[src/rtl/md_unit.sv]
// md_unit: MIPS HI/LO multiply-divide unit; Clk/Reset, md_signal+md_control start op on A/B, busy/done status, res_hi/res_lo results
module md_unit (
  input  logic        Clk,
  input  logic        Reset,
  input  logic        md_signal,
  input  logic [2:0]  md_control,
  input  logic [31:0] A,
  input  logic [31:0] B,
  output logic        busy,
  output logic        done,
  output logic [31:0] res_hi,
  output logic [31:0] res_lo
);
  typedef enum logic [1:0] {IDLE, MUL, DIV, DONE} state_t;
  state_t      state_q;
  logic [4:0]  cnt_q;
  logic [31:0] a_q, amag_q, bmag_q, rem_q, quo_q, hi_q, lo_q;
  logic [63:0] acc_q;
  logic        neg_q, sa_q, bzero_q, busy_q, done_q;
  logic        signed_op, sa, sb;
  logic [31:0] amag, bmag, rem_d, quo_d, q_fin, r_fin;
  logic [7:0]  b_byte;
  logic [39:0] pp;
  logic [63:0] acc_d, mul_res;
  logic [32:0] rs, diff;
  always_comb begin
    signed_op = (md_control == 3'd0) || (md_control == 3'd2);
    sa        = signed_op & A[31];
    sb        = signed_op & B[31];
    amag      = sa ? -A : A;
    bmag      = sb ? -B : B;
    b_byte    = bmag_q[{cnt_q[1:0], 3'b000} +: 8];
    pp        = {8'b0, amag_q} * {32'b0, b_byte};
    acc_d     = acc_q + ({24'b0, pp} << {cnt_q[1:0], 3'b000});
    mul_res   = neg_q ? -acc_d : acc_d;
    rs        = {rem_q, quo_q[31]};
    diff      = rs - {1'b0, bmag_q};
    rem_d     = diff[32] ? rs[31:0] : diff[31:0];
    quo_d     = {quo_q[30:0], ~diff[32]};
    q_fin     = bzero_q ? 32'hFFFFFFFF : (neg_q ? -quo_d : quo_d);
    r_fin     = bzero_q ? a_q : (sa_q ? -rem_d : rem_d);
  end
  always_ff @(posedge Clk) begin
    if (Reset) begin
      state_q <= IDLE;
      cnt_q   <= '0;
      busy_q  <= 1'b0;
      done_q  <= 1'b0;
      hi_q    <= '0;
      lo_q    <= '0;
      a_q     <= '0;
      amag_q  <= '0;
      bmag_q  <= '0;
      rem_q   <= '0;
      quo_q   <= '0;
      acc_q   <= '0;
      neg_q   <= 1'b0;
      sa_q    <= 1'b0;
      bzero_q <= 1'b0;
    end else begin
      case (state_q)
        IDLE: begin
          done_q <= 1'b0;
          if (md_signal) begin
            case (md_control)
              3'd0, 3'd1, 3'd2, 3'd3: begin
                state_q <= md_control[1] ? DIV : MUL;
                busy_q  <= 1'b1;
                cnt_q   <= '0;
                a_q     <= A;
                amag_q  <= amag;
                bmag_q  <= bmag;
                neg_q   <= sa ^ sb;
                sa_q    <= sa;
                bzero_q <= (B == 32'd0);
                acc_q   <= '0;
                rem_q   <= '0;
                quo_q   <= amag;
              end
              3'd4: hi_q <= A;
              3'd5: lo_q <= A;
              default: ;
            endcase
          end
        end
        MUL: begin
          acc_q <= acc_d;
          cnt_q <= cnt_q + 5'd1;
          if (cnt_q == 5'd3) begin
            state_q <= DONE;
            done_q  <= 1'b1;
            hi_q    <= mul_res[63:32];
            lo_q    <= mul_res[31:0];
          end
        end
        DIV: begin
          rem_q <= rem_d;
          quo_q <= quo_d;
          cnt_q <= cnt_q + 5'd1;
          if (cnt_q == 5'd31) begin
            state_q <= DONE;
            done_q  <= 1'b1;
            hi_q    <= r_fin;
            lo_q    <= q_fin;
          end
        end
        default: begin
          state_q <= IDLE;
          busy_q  <= 1'b0;
          done_q  <= 1'b0;
          cnt_q   <= '0;
        end
      endcase
    end
  end
  assign busy   = busy_q;
  assign done   = done_q;
  assign res_hi = hi_q;
  assign res_lo = lo_q;
endmodule
[config.mk]
export PLATFORM = sky130hd
export DESIGN_NAME = md_unit
export DESIGN_NICKNAME = d
export VERILOG_FILES = /design/src/rtl/md_unit.sv
export SDC_FILE = /design/constraint.sdc
export NUM_CORES = 2
export LEC_CHECK = 0
export CAP_MARGIN = 20
export CELL_PAD_IN_SITES_DETAIL_PLACEMENT = 0
export CELL_PAD_IN_SITES_GLOBAL_PLACEMENT = 2
export CORE_AREA = 2 2 224 447
export DETAILED_ROUTE_END_ITERATION = 10
export DIE_AREA = 0 0 226 449
export HOLD_SLACK_MARGIN = 0.08
export PLACE_DENSITY = 0.84
export SETUP_SLACK_MARGIN = 0.5
export SLEW_MARGIN = 0
export SYNTH_ARGS = -nofsm -noshare
export SYNTH_HDL_FRONTEND = slang
export SYNTH_SLANG_ARGS = --single-unit
[constraint.sdc]
create_clock -name Clk -period 29.5 [get_ports Clk]
set_input_delay 5.9 -clock Clk [delete_from_list [all_inputs] [get_ports Clk]]
set_output_delay 5.9 -clock Clk [all_outputs]
set_load 0.005 [all_outputs]
==> summary.txt <==
critical path's slowest cell: mux4_2
clk sinks: 299
Post-Syn Nets: 4883
cells after synthesis: 4465
worst slew pin tran: 1.14 ns
post-synthesis register bit count: 299
min-delay src: a_q[8]$_SDFFE_PP0P_
Final Core Density: 0.374
share of post-route cells with drive strength above 1: 0.0481
Leak: 14.9 nW
Hold EP: a_q[8]$_SDFFE_PP0P_
worst r2r src: cnt_q[0]$_SDFFE_PP0P_
Pwr Density: 73.6 mW/mm^2
post-route ant nets: 0
Slew headroom: 0.242
Root Buffer: clkbuf_16
Final period util: 0.433
pin count of the biggest net entering global routing: 130
Crit Path Max Fanout: 33
syn avg cell area: 7.43 um^2
status: finished clean
Layout Nets: 4821
final-report hold violation count: 0
number of antenna repair diodes: 0
initial antenna violation count: 1
CP delay by family, top: compound AO/OA/AOI/OAI gates
DR vias/cell: 5.86
Synth async-reset ratio: 0
Synth Flop Type: dfxtp_1
final setup fails: 0
Placed Area: 0.0355 mm^2
Post-Syn Area: 0.0332 mm^2
Num CTS Buffers: 35
Core ar.: 0.0981 mm^2
DR WL/cell: 25.7 um
r2r setup slk: 16.73 ns
Worst EP arrival: 13.24 ns
fill cell count: 10.4k
Setup Total Neg Slack: 0 ns
clk buf depth: 3
fraction of the yosys area taken by sequential cells: 0.181
Resize count post-CTS: 0
synth unique cells: 111
CP max stage delay: 0.92 ns
worst skew pair latency: 0.59 ns
dpl hpwl: 116 mm
worst r2r dst: res_hi[28]$_SDFFE_PP0P_
CTS tree: yes
hold buffer count at CTS: 0
drt pass-1 iters: 8
DRC: 0
post-CTS setup buffer count: 0
Max VDD drop: 0.0000764 V
WS Path Type: flip-flop to flip-flop
WP buf/inv: 2
fin cells: 5748
Clock Skews: 0.0330 ns
vias: 33.7k
# rows: 163
vias in the first global route: 32.1k
Worst R2R Path Depth: 36
Worst EP required: 29.98 ns
Starting Density: 0.338
Die Y-Extent: 449 um
htree depth: 2
total grt overflow: 0
Layout Area Growth over Synthesis: 10.8%
gpl congestion: 1.00
most frequent CP cell: a21oi_1
GRT Util Overall: 0.285
capturing element type of the critical path: flip-flop
Final Instance Area: 0.0367 mm^2
initial DRC count: 3592
RSZ-0062 raised after global routing: false
Die X: 226 um
hold path depth: 2
most common cell after layout, fill and taps aside: nand2_1
Max Clock Freq: 78.3 MHz
DIE AREA: 0.101 mm^2
Cells after DPL: 5686
total number of yosys warnings: 0
Max Slew Vio Count: 0
Worst setup SP type: flip-flop
routed wire length: 148 mm
HP Class: flip-flop to flip-flop
global-route wire length before repair: 216 mm
count of input and output buffers: 135
total of max-cap violations: 0
Worst-path clk slew: 0.07 ns
most frequent cells in the layout: 540 x nand2_1, 476 x nor2_1, 379 x a21oi_1
num ports: 136
Post-synth EDFFs: 0
fin crit period: 12.77 ns
[logic make-up (layout without fill, tap and decap cells)]
| group | Yosys count | after routing | share of synthesized area |
|---|---|---|---|
| buffers and inverters | 552 | 515 | 0.0641 |
| flip-flops | 299 | 299 | 0.181 |
| AO/OA/AOI/OAI | 1281 | 1281 | 0.254 |
| multiplexers | 65 | 65 | 0.0233 |
| XOR/XNOR | 251 | 251 | 0.0665 |
| AND/OR/NAND/NOR | 1669 | 1669 | 0.239 |
| adder cells (fa/ha/maj) | 348 | 348 | 0.173 |
[state kept, by name (all words and copies together) (netlist names)]
name	flops
acc_q	64
a_q	32
bmag_q	32
quo_q	32
rem_q	32
res_hi	32
res_lo	32
amag_q	31
cnt_q	5
state_q	2
busy	1
bzero_q	1
done	1
neg_q	1
sa_q	1
[routing by layer]
metal,global-route usage,up-vias,part of all wire
li1,-,15500,-
met1,0.376,16400,0.42
met2,0.445,1455,0.44
met3,0.0316,298,0.067
met4,0.172,2,0.073
met5,0,-,0.000081
[synthesized netlist by cell type, types with 22 or more instances]
library cell,count,share of area
xor2_1,83,0.022
o21a_1,26,0.0059
or3_1,41,0.0077
and2_1,235,0.044
a21o_1,65,0.015
fa_1,182,0.11
ha_1,166,0.063
o211ai_1,28,0.0063
o21bai_1,22,0.0050
a31oi_1,30,0.0057
and3_1,24,0.0045
nand2_1,541,0.061
a22oi_1,87,0.020
nor3_1,74,0.011
a21oi_1,381,0.058
nand3_1,64,0.0097
nor4_1,35,0.0066
buf_2,23,0.0035
mux2i_1,41,0.012
clkbuf_1,227,0.026
a211oi_1,88,0.020
nand4_1,50,0.0094
o31ai_1,34,0.0077
o21ai_1,23,0.0035
dfxtp_1,299,0.18
inv_1,273,0.031
o21ai_0,262,0.040
a311oi_1,22,0.0058
nand2b_1,30,0.0057
nor2_1,478,0.054
xnor2_1,167,0.044
[final cells by class]
cell class,count,area (um^2),area share
repair buffers,177,1670,0.0454
clock buffers,45,1010,0.0274
flip-flops and latches,299,5990,0.163
multi-input cells,3614,25100,0.684
inverters,276,1040,0.0282
clock inverters,17,263,0.00715
well taps,1320,1650,0.0450
[tightest hold or removal path, cell delays in order (launching register included)]
cell     delay (ns)
dfxtp_1        0.31
nand2_1        0.05
a21oi_1        0.05
[worst max-delay path by stage]
stage | startpoint | to | depth (start not counted)
floorplan | cnt_q[0]$_SDFFE_PP0P_ | res_hi[28]$_SDFFE_PP0P_ | 40
global placement | cnt_q[0]$_SDFFE_PP0P_ | res_hi[28]$_SDFFE_PP0P_ | 37
detailed placement | cnt_q[0]$_SDFFE_PP0P_ | res_hi[28]$_SDFFE_PP0P_ | 36
CTS | cnt_q[0]$_SDFFE_PP0P_ | res_hi[28]$_SDFFE_PP0P_ | 36
global route | cnt_q[0]$_SDFFE_PP0P_ | res_hi[28]$_SDFFE_PP0P_ | 36
finish | cnt_q[0]$_SDFFE_PP0P_ | res_hi[28]$_SDFFE_PP0P_ | 36
[through the flow]
stage               power (mW)  hold WS, ns  setup WS [ns]
global route              2.83        0.467          16.04
global placement          2.15        0.440          17.10
finish                    2.70        0.453          16.73
detailed placement        2.16        0.443          16.94
CTS                       2.67        0.453          16.90
floorplan                 1.54        0.431          18.98
[power breakdown]
group          switching [mW]  total [mW]  internal, mW
Combinational            1.15        1.65         0.504
Clock                   0.207       0.503         0.296
Sequential             0.0893       0.551         0.462
(Power assumes the default switching activity.)
